<file path="src/rtl/ssd_pkg.sv">
// ssd_pkg: segment encoding shared by the seven-segment driver and scan decoder.
// Latency: n/a (constants, types and pure functions only).
// Backpressure: n/a.
package ssd_pkg;

    localparam int NUM_DIGITS = 8;
    localparam int IDX_W      = $clog2(NUM_DIGITS);

    typedef logic [IDX_W-1:0] idx_t;

    // Segment bit order: a is the MSB (bit 6), g is the LSB (bit 0).
    typedef struct packed {
        logic a;
        logic b;
        logic c;
        logic d;
        logic e;
        logic f;
        logic g;
    } seg_t;

    // Active-low cathode patterns for hex values 0..F.
    localparam seg_t SEG_0 = 7'h01;
    localparam seg_t SEG_1 = 7'h4F;
    localparam seg_t SEG_2 = 7'h12;
    localparam seg_t SEG_3 = 7'h06;
    localparam seg_t SEG_4 = 7'h4C;
    localparam seg_t SEG_5 = 7'h24;
    localparam seg_t SEG_6 = 7'h20;
    localparam seg_t SEG_7 = 7'h0F;
    localparam seg_t SEG_8 = 7'h00;
    localparam seg_t SEG_9 = 7'h04;
    localparam seg_t SEG_A = 7'h08;
    localparam seg_t SEG_B = 7'h60;
    localparam seg_t SEG_C = 7'h31;
    localparam seg_t SEG_D = 7'h42;
    localparam seg_t SEG_E = 7'h30;
    localparam seg_t SEG_F = 7'h38;

    function automatic seg_t seg_encode(input logic [3:0] nib);
        case (nib)
            4'h0:    seg_encode = SEG_0;
            4'h1:    seg_encode = SEG_1;
            4'h2:    seg_encode = SEG_2;
            4'h3:    seg_encode = SEG_3;
            4'h4:    seg_encode = SEG_4;
            4'h5:    seg_encode = SEG_5;
            4'h6:    seg_encode = SEG_6;
            4'h7:    seg_encode = SEG_7;
            4'h8:    seg_encode = SEG_8;
            4'h9:    seg_encode = SEG_9;
            4'hA:    seg_encode = SEG_A;
            4'hB:    seg_encode = SEG_B;
            4'hC:    seg_encode = SEG_C;
            4'hD:    seg_encode = SEG_D;
            4'hE:    seg_encode = SEG_E;
            default: seg_encode = SEG_F;
        endcase
    endfunction

    // True when exactly one active-low anode is driven.
    function automatic logic single_low(input logic [NUM_DIGITS-1:0] an);
        int zeros;
        zeros = 0;
        for (int i = 0; i < NUM_DIGITS; i++) begin
            if (!an[i]) zeros = zeros + 1;
        end
        single_low = (zeros == 1);
    endfunction

    // Index of the low anode; only meaningful when single_low() holds.
    function automatic idx_t low_index(input logic [NUM_DIGITS-1:0] an);
        low_index = '0;
        for (int i = 0; i < NUM_DIGITS; i++) begin
            if (!an[i]) low_index = idx_t'(i);
        end
    endfunction

endpackage

</file>
<file path="src/rtl/ssd_seg_decode.sv">
// ssd_seg_decode: active-low cathode pattern -> hex nibble, inverse of seg_encode.
// Latency: combinational.
// Backpressure: none.
// Ports: cc (active-low {a..g}), err (pattern is not a hex glyph), nibble (0 when err).
module ssd_seg_decode
    import ssd_pkg::*;
(
    input  logic [6:0] cc,
    output logic       err,
    output logic [3:0] nibble
);

    always_comb begin
        err    = 1'b1;
        nibble = 4'h0;
        for (int n = 0; n < 16; n++) begin
            if (cc == seg_encode(4'(n))) begin
                err    = 1'b0;
                nibble = 4'(n);
            end
        end
    end

endmodule

</file>
<file path="src/rtl/ssd_scan_decoder.sv">
// ssd_scan_decoder: recovers per-digit hex values, decimal points and validity from a scanned display bus.
// Latency: capture registered STABLE_CYCLES+1 edges after the bus input settles; all outputs registered.
// Backpressure: none; passive monitor, each settled digit is captured exactly once.
// Ports: clk/rst; an/cc/dp active-low bus inputs; digits/dp_out/valid/err per digit;
//        update strobes per capture; frame_done strobes when every digit has been captured.
module ssd_scan_decoder
    import ssd_pkg::*;
#(
    parameter int STABLE_CYCLES  = 4,
    parameter int TIMEOUT_CYCLES = 1_000_000
) (
    input  logic                    ssd_scan_decoder_port_clk,
    input  logic                    ssd_scan_decoder_port_rst,
    input  logic [NUM_DIGITS-1:0]   ssd_scan_decoder_port_an,
    input  logic [6:0]              ssd_scan_decoder_port_cc,
    input  logic                    ssd_scan_decoder_port_dp,
    output logic [4*NUM_DIGITS-1:0] ssd_scan_decoder_port_digits,
    output logic [NUM_DIGITS-1:0]   ssd_scan_decoder_port_dp_out,
    output logic [NUM_DIGITS-1:0]   ssd_scan_decoder_port_valid,
    output logic [NUM_DIGITS-1:0]   ssd_scan_decoder_port_err,
    output logic                    ssd_scan_decoder_port_update,
    output logic                    ssd_scan_decoder_port_frame_done
);

    localparam int SAMPLE_W = NUM_DIGITS + 8;
    localparam int CNT_W    = $clog2(STABLE_CYCLES + 1);
    localparam int AGE_W    = $clog2(TIMEOUT_CYCLES + 1);

    localparam logic [SAMPLE_W-1:0] SAMPLE_IDLE = {{NUM_DIGITS{1'b1}}, 7'h7F, 1'b1};
    localparam logic [AGE_W-1:0]    AGE_MAX     = AGE_W'(TIMEOUT_CYCLES);
    localparam logic [CNT_W-1:0]    CNT_LAST    = CNT_W'(STABLE_CYCLES - 1);

    typedef enum logic [1:0] {
        IDLE,
        SETTLE,
        HELD
    } state_t;

    logic clk;
    logic rst;
    assign clk = ssd_scan_decoder_port_clk;
    assign rst = ssd_scan_decoder_port_rst;

    // Two-flop synchronizer plus the previous synchronized sample. The *_ok
    // flags track when each stage holds a real bus sample rather than the reset
    // value: the first real sample after reset is adopted as the reference
    // instead of being treated as a change, so a digit that was already lit
    // across reset is not captured until the bus actually moves.
    logic [SAMPLE_W-1:0] sync1, sync2, prev;
    logic                sync1_ok, sync2_ok, prev_ok;

    always_ff @(posedge clk or posedge rst) begin
        if (rst) begin
            sync1    <= SAMPLE_IDLE;
            sync2    <= SAMPLE_IDLE;
            prev     <= SAMPLE_IDLE;
            sync1_ok <= 1'b0;
            sync2_ok <= 1'b0;
            prev_ok  <= 1'b0;
        end else begin
            sync1    <= {ssd_scan_decoder_port_an, ssd_scan_decoder_port_cc, ssd_scan_decoder_port_dp};
            sync2    <= sync1;
            prev     <= sync2;
            sync1_ok <= 1'b1;
            sync2_ok <= sync1_ok;
            prev_ok  <= sync2_ok;
        end
    end

    logic [NUM_DIGITS-1:0] s_an;
    logic [6:0]            s_cc;
    logic                  s_dp;
    logic                  changed;
    idx_t                  cap_idx;
    logic                  dec_err;
    logic [3:0]            dec_nib;

    assign s_an    = sync2[SAMPLE_W-1:8];
    assign s_cc    = sync2[7:1];
    assign s_dp    = sync2[0];
    assign changed = prev_ok && (sync2 != prev);
    assign cap_idx = low_index(s_an);

    ssd_seg_decode u_seg_decode (
        .cc     (s_cc),
        .err    (dec_err),
        .nibble (dec_nib)
    );

    // Stability FSM
    state_t           state, state_nx;
    logic [CNT_W-1:0] count, count_nx;
    logic             capture;

    always_ff @(posedge clk or posedge rst) begin
        if (rst) begin
            state <= IDLE;
            count <= '0;
        end else begin
            state <= state_nx;
            count <= count_nx;
        end
    end

    always_comb begin
        state_nx = state;
        count_nx = count;
        capture  = 1'b0;
        if (changed) begin
            // The changed sample itself is the first stable sample of the new run.
            if (single_low(s_an)) begin
                state_nx = SETTLE;
                count_nx = CNT_W'(1);
            end else begin
                state_nx = IDLE;
                count_nx = '0;
            end
        end else begin
            case (state)
                SETTLE: begin
                    if (count == CNT_LAST) begin
                        capture  = 1'b1;
                        state_nx = HELD;
                        count_nx = '0;
                    end else begin
                        count_nx = count + CNT_W'(1);
                    end
                end
                default: ;
            endcase
        end
    end

    // Per-digit capture registers, age counters and frame tracking
    logic [4*NUM_DIGITS-1:0] digits_r;
    logic [NUM_DIGITS-1:0]   dp_r, valid_r, err_r, seen, seen_nx;
    logic                    update_r, frame_r;
    logic [AGE_W-1:0]        age [NUM_DIGITS];

    assign seen_nx = seen | (NUM_DIGITS'(1) << cap_idx);

    always_ff @(posedge clk or posedge rst) begin
        if (rst) begin
            digits_r <= '0;
            dp_r     <= '0;
            valid_r  <= '0;
            err_r    <= '0;
            seen     <= '0;
            update_r <= 1'b0;
            frame_r  <= 1'b0;
            for (int i = 0; i < NUM_DIGITS; i++) age[i] <= '0;
        end else begin
            update_r <= capture;
            frame_r  <= capture && (&seen_nx);
            if (capture) seen <= (&seen_nx) ? '0 : seen_nx;
            for (int i = 0; i < NUM_DIGITS; i++) begin
                // A capture wins over a timeout landing in the same cycle.
                if (capture && cap_idx == idx_t'(i)) begin
                    digits_r[4*i +: 4] <= dec_nib;   // decoder already yields 0 on illegal
                    dp_r[i]            <= ~s_dp;
                    err_r[i]           <= dec_err;
                    valid_r[i]         <= 1'b1;
                    age[i]             <= '0;
                end else if (age[i] != AGE_MAX) begin
                    age[i] <= age[i] + AGE_W'(1);
                    if (age[i] == AGE_MAX - AGE_W'(1)) valid_r[i] <= 1'b0;
                end
            end
        end
    end

    assign ssd_scan_decoder_port_digits     = digits_r;
    assign ssd_scan_decoder_port_dp_out     = dp_r;
    assign ssd_scan_decoder_port_valid      = valid_r;
    assign ssd_scan_decoder_port_err        = err_r;
    assign ssd_scan_decoder_port_update     = update_r;
    assign ssd_scan_decoder_port_frame_done = frame_r;

endmodule

</file>
<file path="config.mk">
export PLATFORM = sky130hd
export DESIGN_NAME = ssd_scan_decoder
export DESIGN_NICKNAME = d
export VERILOG_FILES = /design/src/rtl/ssd_pkg.sv /design/src/rtl/ssd_seg_decode.sv /design/src/rtl/ssd_scan_decoder.sv
export SDC_FILE = /design/constraint.sdc
export NUM_CORES = 1
export LEC_CHECK = 0
export BUFFER_PORTS_ARGS = -buffer_cell sky130_fd_sc_hd__buf_2
export CORE_UTILIZATION = 34
export CTS_CLUSTER_DIAMETER = 50
export DETAILED_ROUTE_END_ITERATION = 8
export GPL_TIMING_DRIVEN = 0
export PLACE_DENSITY = 0.62
export SYNTH_ARGS = -nofsm -noshare
export SYNTH_HDL_FRONTEND = slang
export SYNTH_SLANG_ARGS = --single-unit
export TNS_END_PERCENT = 30
</file>
<file path="constraint.sdc">
create_clock -name ssd_scan_decoder_port_clk -period 13.2 [get_ports ssd_scan_decoder_port_clk]
set_input_delay 1.98 -clock ssd_scan_decoder_port_clk [delete_from_list [all_inputs] [get_ports ssd_scan_decoder_port_clk]]
set_output_delay 1.98 -clock ssd_scan_decoder_port_clk [all_outputs]
set_load 0.01 [all_outputs]
</file>
After elaboration in Yosys (flattened, before gate mapping)
Cells that the tools add are included.
{ "op_classes": {"addsub": 16, "shift": 1, "eq_ne": 42, "reduce_logical": 40, "n_bitwise": 2, "muxes": 106} }
{ "op_table": {"columns": ["operator", "count"], "rows": [
  ["32-bit two-way mux", 15],
  ["20-bit two-way mux", 16],
  ["32-bit by 2-bit adder with 32-bit output (second input constant)", 7],
  ["20-bit by 1-bit adder with 20-bit output (second input constant)", 8],
  ["20-bit equality test (second input constant)", 8],
  ["20-bit inequality test (second input constant)", 8],
  ["1-bit two-way mux", 48],
  ["3-bit two-way mux", 13],
  ["2-bit nonzero test", 18],
  ["7-bit by 6-bit equality test with 1-bit output (second input constant)", 5],
  ["32-bit by 2-bit equality test with 1-bit output (second input constant)", 1],
  ["4-bit two-way mux", 8],
  ["7-bit equality test (second input constant)", 4],
  ["2-bit AND reduction", 9],
  ["16-bit inequality test", 1],
  ["7-bit by 3-bit equality test with 1-bit output (second input constant)", 2],
  ["7-bit by 4-bit equality test with 1-bit output (second input constant)", 2],
  ["3-bit equality test (second input constant)", 4],
  ["1-bit logical AND", 10],
  ["2-bit two-way mux", 5],
  ["3-bit by 2-bit equality test with 1-bit output (second input constant)", 3],
  ["8-bit two-way mux", 1],
  ["8-bit OR", 1],
  ["8-bit AND reduction", 1],
  ["9 further kinds", 9]
]} }
{ "word_totals": {"in_bits": 18, "out_inout_bits": 58, "ff_bits": 282, "word_cells": 258} }

Depth between registers and ports, before layout
{ "depth": {"ltp_word": 27, "mapped_depth": 24, "depth_no_buf": 24} }

Cells and area by module
A second synthesis with hierarchy kept.
{ "hier_totals": {"cells_unflattened": 1244, "hier_area_um2": 13341.5} }
{ "by_module_without_submodules": {"columns": ["module", "n_inst", "cells_per_inst", "area_each_um2", "seq_area_each_um2"], "rows": [
  ["ssd_scan_decoder", 1, 1197, 13011.2, 7116.8],
  ["ssd_seg_decode", 1, 47, 330.3, 0.0]
]} }

Worst setup path after synthesis
No wires, ideal clock.
{ "synth_timing": {"path_kind": "reg2reg", "startpoint": "register sync2[8]", "endpoint": "register count[0]", "period_less_slack_ps": 4441, "n_path_buf": 0, "arrival_ps": 4313, "path_slack_ps": 8759, "required_time_ps": 13072, "path_stages_with_launch": 24, "setup_time_ps": 128, "cell_sequence": "dfstp_2 > inv_1 > ha_1 > xnor2_1 > ha_1 > nand2b_1 > o31ai_1 > ha_1 > nor2b_1 > a21o_1 > ha_1 > nor2b_1 > a21oi_1 > nand2_1 > ha_1 > nor2_1 > a31oi_1 > ha_1 > nor2b_1 > xnor3_1 > and2_1 > a211o_1 > nand4_1 > o22ai_1"} }
{ "synth_via": {"elab_chain_cells": 26, "word_cells_on_any_way": 29, "cone_classes": "add/sub (7); eq/ne (2); mux (18); reduce/logical (2)"} }
{ "synth_rtl": {"columns": ["element", "line", "text"], "rows": [
  ["start: declaration", "ssd_scan_decoder.sv:49", "logic [SAMPLE_W-1:0] sync1, sync2, prev;"],
  ["start signal: assignment", "ssd_scan_decoder.sv:62", "sync2 <= sync1;"],
  ["1-bit two-way mux", "ssd_pkg.sv:66", "if (!an[i]) zeros = zeros + 1;"],
  ["32-bit two-way mux", "ssd_scan_decoder.sv:109", "if (changed) begin"],
  ["32-bit by 2-bit adder with 32-bit output", "ssd_pkg.sv:66", null],
  ["32-bit two-way mux", "ssd_pkg.sv:66", null],
  ["32-bit two-way mux", "ssd_scan_decoder.sv:109", null],
  ["32-bit by 2-bit adder with 32-bit output", "ssd_pkg.sv:66", null],
  ["32-bit two-way mux", "ssd_pkg.sv:66", null],
  ["32-bit two-way mux", "ssd_scan_decoder.sv:109", null],
  ["[10 not listed]", null, null],
  ["32-bit two-way mux", "ssd_pkg.sv:66", null],
  ["32-bit two-way mux", "ssd_scan_decoder.sv:109", null],
  ["32-bit by 2-bit adder with 32-bit output", "ssd_pkg.sv:66", null],
  ["32-bit two-way mux", "ssd_pkg.sv:66", null],
  ["32-bit two-way mux", "ssd_scan_decoder.sv:109", null],
  ["32-bit by 2-bit equality test with 1-bit output", "ssd_pkg.sv:68", "single_low = (zeros == 1);"],
  ["1-bit two-way mux", "ssd_scan_decoder.sv:111", "if (single_low(s_an)) begin"],
  ["3-bit two-way mux", "ssd_scan_decoder.sv:109", null],
  ["end signal: assignment", "ssd_scan_decoder.sv:101", "count <= count_nx;"],
  ["end: declaration", "ssd_scan_decoder.sv:92", "logic [CNT_W-1:0] count, count_nx;"]
]} }
Several ways; a longest one is shown, not always the timed one. The select of a mux whose other input is x is not followed.
A chain may end at the register's enable or synchronous reset.

Final worst setup path
{ "layout_timing": {"startpoint": "register sync2[9]", "endpoint": "register state[0]"} }
{ "layout_via": {"elab_chain_cells": 23, "word_cells_on_any_way": 28, "cone_classes": "add/sub (6); eq/ne (2); mux (16); reduce/logical (4)"} }
{ "layout_rtl": {"columns": ["element", "line", "text"], "rows": [
  ["32-bit two-way mux", "ssd_pkg.sv:66", null],
  ["32-bit two-way mux", "ssd_scan_decoder.sv:109", null],
  ["32-bit by 2-bit adder with 32-bit output", "ssd_pkg.sv:66", null],
  ["32-bit two-way mux", "ssd_pkg.sv:66", null],
  ["32-bit two-way mux", "ssd_scan_decoder.sv:109", null],
  ["32-bit by 2-bit adder with 32-bit output", "ssd_pkg.sv:66", null],
  ["32-bit two-way mux", "ssd_pkg.sv:66", null],
  ["32-bit two-way mux", "ssd_scan_decoder.sv:109", null],
  ["[7 not listed]", null, null],
  ["32-bit two-way mux", "ssd_pkg.sv:66", null],
  ["32-bit two-way mux", "ssd_scan_decoder.sv:109", null],
  ["32-bit by 2-bit adder with 32-bit output", "ssd_pkg.sv:66", null],
  ["32-bit two-way mux", "ssd_pkg.sv:66", null],
  ["32-bit two-way mux", "ssd_scan_decoder.sv:109", null],
  ["32-bit by 2-bit equality test with 1-bit output", "ssd_pkg.sv:68", null],
  ["1-bit two-way mux", "ssd_scan_decoder.sv:111", null],
  ["2-bit two-way mux", "ssd_scan_decoder.sv:109", null],
  ["end signal: assignment", "ssd_scan_decoder.sv:100", "state <= state_nx;"],
  ["end: declaration", "ssd_scan_decoder.sv:91", "state_t state, state_nx;"]
]} }
Several ways; a longest one is shown, not always the timed one. The select of a mux whose other input is x is not followed.

==> flow_summary_export.csv <==
group,metric,value,unit
cts,cts_root_buffer,"clkbuf_16",
worst_setup_path,r2r_cells,23,
grt,grt-ovfl-total,0,
power,power.density,139,nW/um^2
worst_setup_path,crit_end,"state[0]",
cells_and_area,final_net_count,1412,
timing,rsz0062_at_grt,"no",
synthesis,synthMuxAreaShare,4.44,%
cts,h-tree-depth,2,
power,power,2190,uW
route,routed_wl,27.3,mm
synthesis,synth-adder-area-share,2.25,%
synthesis,syn_inst,1251,
placement,dp.cells,1848,
timing,post-route-min-period,4.92,ns
worst_setup_path,setup.worst_path.start,"sync2[9]",
job,drv_cap,0,
synthesis,seq_area_frac_synth,53.3,%
worst_setup_path,cp_num_buf_inv,1,
route,num_vias,9267,
timing,skew,0.0210,ns
grt,grt_max_degree,127,
cts,cts-buffers-inserted,38,
cts,clk_pin_slew_worst_paths,0.06,ns
timing,fmax,0.203,GHz
route,drt_first_pass_iters,5,
timing,slew_headroom,37.8,%
cells_and_area,num_antenna_cells,0,
worst_setup_path,critPathKind,"register to register",
placement,io_buffers,75,
cells_and_area,syn2layout_area_growth,18.0,%
worst_setup_path,crit_path_top_delay_cell,"dfstp_2",
worst_setup_path,path_cells,"inv_1, ha_1, xnor2_1, ha_1, nand2b_1, o31ai_1, ha_1, nor2b_1, a21o_1, ha_1, nor2b_1, a21oi_1, nand2_1, ha_1, nor2_1, a31oi_1, ha_1, nor2b_1, xnor3_1, and2_1, a211o_1, nand4_1, o22ai_1",
timing,layout_worst_path_cycle_share,37.3,%
cts,clock_path_buffers,3,
floorplan,initial_core_util,34.5,%
status,status,"complete, no violations",
synthesis,ys_dominant_reg_cell,"dfrtp_1",
cts,cts_resized,0,
cts,post-cts-setup-buffers,0,
worst_setup_path,cpLargestDelayFamily,"adder cells",
synthesis,synthesis.nets,1293,
cts,cts_hold_buffers,0,
grt,grt_pass1_wl,46.5,mm
worst_setup_path,path_max_fanout,5,
worst_setup_path,crit_arrival,5.33,ns
route,via_per_inst,4.84,
synthesis,ys.warnings.count,0,
worst_setup_path,r2r_start,"sync2[9]",
grt,antenna_found_initial,0,
cells_and_area,drive_above_1_share,20.0,%
cts,clock-sinks,282,
worst_setup_path,cp-start-kind,"register",
synthesis,async_reset_ff_share,100,%
synthesis,synth-compound-area-share,4.73,%
timing,worst_pin_slew,0.926,ns
worst_setup_path,r2r-end,"state[0]",
power,ir_worst_vdd,96.1,uV
worst_setup_path,timing.critical_path.mode_cell,"ha_1",
hold_path,hold_path.class,"register to register",
worst_setup_path,slowest_delay,0.58,ns
floorplan,row_count,72,
cts,cts_tree,"yes",
synthesis,post_synth_and_or_nand_nor_area_fraction,21.1,%
synthesis,synth_edf_count,0,
placement,hpwl,18.5,mm
grt,track_usage,14.0,%
timing,finalHoldViolations,0,
grt,grt_pass1_vias,9200,
cts,clock_latency,0.53,ns
floorplan,die_area,40100,um^2
floorplan,chipHeight,200,um
timing,slew_violations,0,
cells_and_area,final_common_cell,"dfrtp_1",
synthesis,ys_ff_latch,282,
synthesis,avgSynthCellArea,10.7,um^2
worst_setup_path,critPathCaptureType,"register",
route,drc,0,
cells_and_area,stdcell_count,1916,
worst_setup_path,r2r_slack,8.28,ns
synthesis,synthXorXnorAreaFrac,11.3,%
route,drtAntennaViolNets,0,
route,drt-initial-drc-count,521,
floorplan,ios,76,
synthesis,syn_area,13400,um^2
placement,gp_congestion,0.849,
synthesis,synth_top_family_by_area,"simple AND/OR/NAND/NOR gates",
synthesis,ys_types,68,
timing,finalSetupViolations,0,
route,routedWlPerCell,14.3,um
worst_setup_path,cp.required,13.60,ns
floorplan,dieWidth,200,um
cells_and_area,layout_common_cells,"dfrtp_1, nor2_1, buf_2, xor2_1, nand3_1",
cells_and_area,fillers,3738,
worst_setup_path,worst-path-stages,23,
power,p_leak,0.00715,uW
timing,final.setup.tns,0,ns
floorplan,core,38600,um^2
-- worst min-delay path by stage --
| stage | depth (start not counted) | start | slack, ns | to |
|---|---|---|---|---|
| global route | 0 | sync1[1] | 0.36 | sync2[1] |
| global placement | 0 | sync2_ok | 0.33 | prev_ok |
| detailed placement | 0 | sync2_ok | 0.33 | prev_ok |
| CTS | 0 | sync2_ok | 0.35 | prev_ok |
| finish | 0 | sync2_ok | 0.35 | prev_ok |
| floorplan | 0 | sync2_ok | 0.33 | prev_ok |
-- synthesized netlist by cell type (2+ instances only) --
library cell	number	area share [%]
buf_4	7	0.39
xor2_1	91	6.0
clkbuf_1	10	0.28
o41ai_1	2	0.13
and3_1	25	1.2
o21a_1	7	0.39
mux2_1	2	0.17
buf_2	27	1.0
xnor2_1	71	4.7
nand3_1	80	3.0
a211oi_1	2	0.11
nor4_4	2	0.32
a21o_1	7	0.39
or4_1	4	0.22
xnor3_1	3	0.51
or3_1	9	0.42
ha_1	24	2.2
and4_1	11	0.72
nand4bb_1	3	0.25
a31oi_1	4	0.19
nor2_1	201	5.7
o31ai_1	9	0.51
inv_1	37	1.0
nor4b_1	11	0.72
nor4_1	18	0.84
dfstp_2	48	9.4
nand4b_1	3	0.20
nand2b_1	24	1.1
o21ai_0	11	0.41
a211o_1	2	0.13
a21oi_1	25	0.94
and2_1	6	0.28
nand2_1	64	1.8
mux2_2	40	3.4
nor3_1	20	0.75
mux2i_1	12	0.90
o22ai_1	3	0.14
dfrtp_1	234	44
or3b_2	5	0.33
nor2b_1	17	0.80
nand4_1	43	2.0
-- state kept, by name, summed over array words and instances (netlist names), 2 cells and up --
register	cells
age	160
ssd_scan_decoder_port_digits	32
sync1	16
seen	8
ssd_scan_decoder_port_dp_out	8
prev	16
sync2	16
count	3
ssd_scan_decoder_port_valid	8
ssd_scan_decoder_port_err	8
state	2
-- routing by layer --
metal  GRT usage [%]  vias to the layer above  share of wire [%]
met2            22.1                      169                 46
met3            2.67                       37                4.9
met5               0                        -                  0
li1                -                     4552                  -
met1            19.5                     4509                 47
met4            4.07                        0                2.0
-- report_power, final --
part           internal (uW)  leakage [uW]  switching [uW]
combinational           78.1       0.00287             102
clock                    641      0.000628             393
sequential               924       0.00366            54.5
total                   1640       0.00715             549
-- cell families (layout without fill, tap and decap cells) --
logic type      Yosys count  after routing
other cells               1              1
simple gates            552            552
compound gates           89             89
mux                      54             54
buf+inv                  83            230
flops                   282            282
fa+ha+maj                24             24
xor+xnor                166            166
-- per-stage QoR --
step	setup slack, ns	utilization, %	hold WS (ns)	instance area [um^2]
detailed placement	8.28	37.4	0.335	14500
global placement	0.244	37.2	0.332	14400
finish	8.28	40.8	0.345	15800
global route	7.83	40.8	0.356	15800
floorplan	3.52	-	0.331	13400
CTS	8.25	40.8	0.346	15800
-- area by class of cell --
cell class	instances	area, um^2	area share (%)
Timing Repair Buffer	79	445	2.83
Sequential cell	282	7120	45.2
Buffer	46	240	1.53
Multi-Input combinational cell	886	5870	37.3
Clock buffer	48	1030	6.54
Clock inverter	20	258	1.64
Inverter	37	146	0.929
Tap cell	518	648	4.11
-- worst reg2reg max path, cell delays in order, from the launching register on --
cell and delay [ns]:
dfstp_2 0.58, inv_1 0.06, ha_1 0.34, xnor2_1 0.26
ha_1 0.28, nand2b_1 0.09, o31ai_1 0.14, ha_1 0.30
nor2b_1 0.29, a21o_1 0.13, ha_1 0.23, nor2b_1 0.15
a21oi_1 0.16, nand2_1 0.08, ha_1 0.27, nor2_1 0.05
a31oi_1 0.16, ha_1 0.16, nor2b_1 0.16, xnor3_1 0.25
and2_1 0.18, a211o_1 0.29, nand4_1 0.11, o22ai_1 0.08
(Power assumes the default switching activity.)
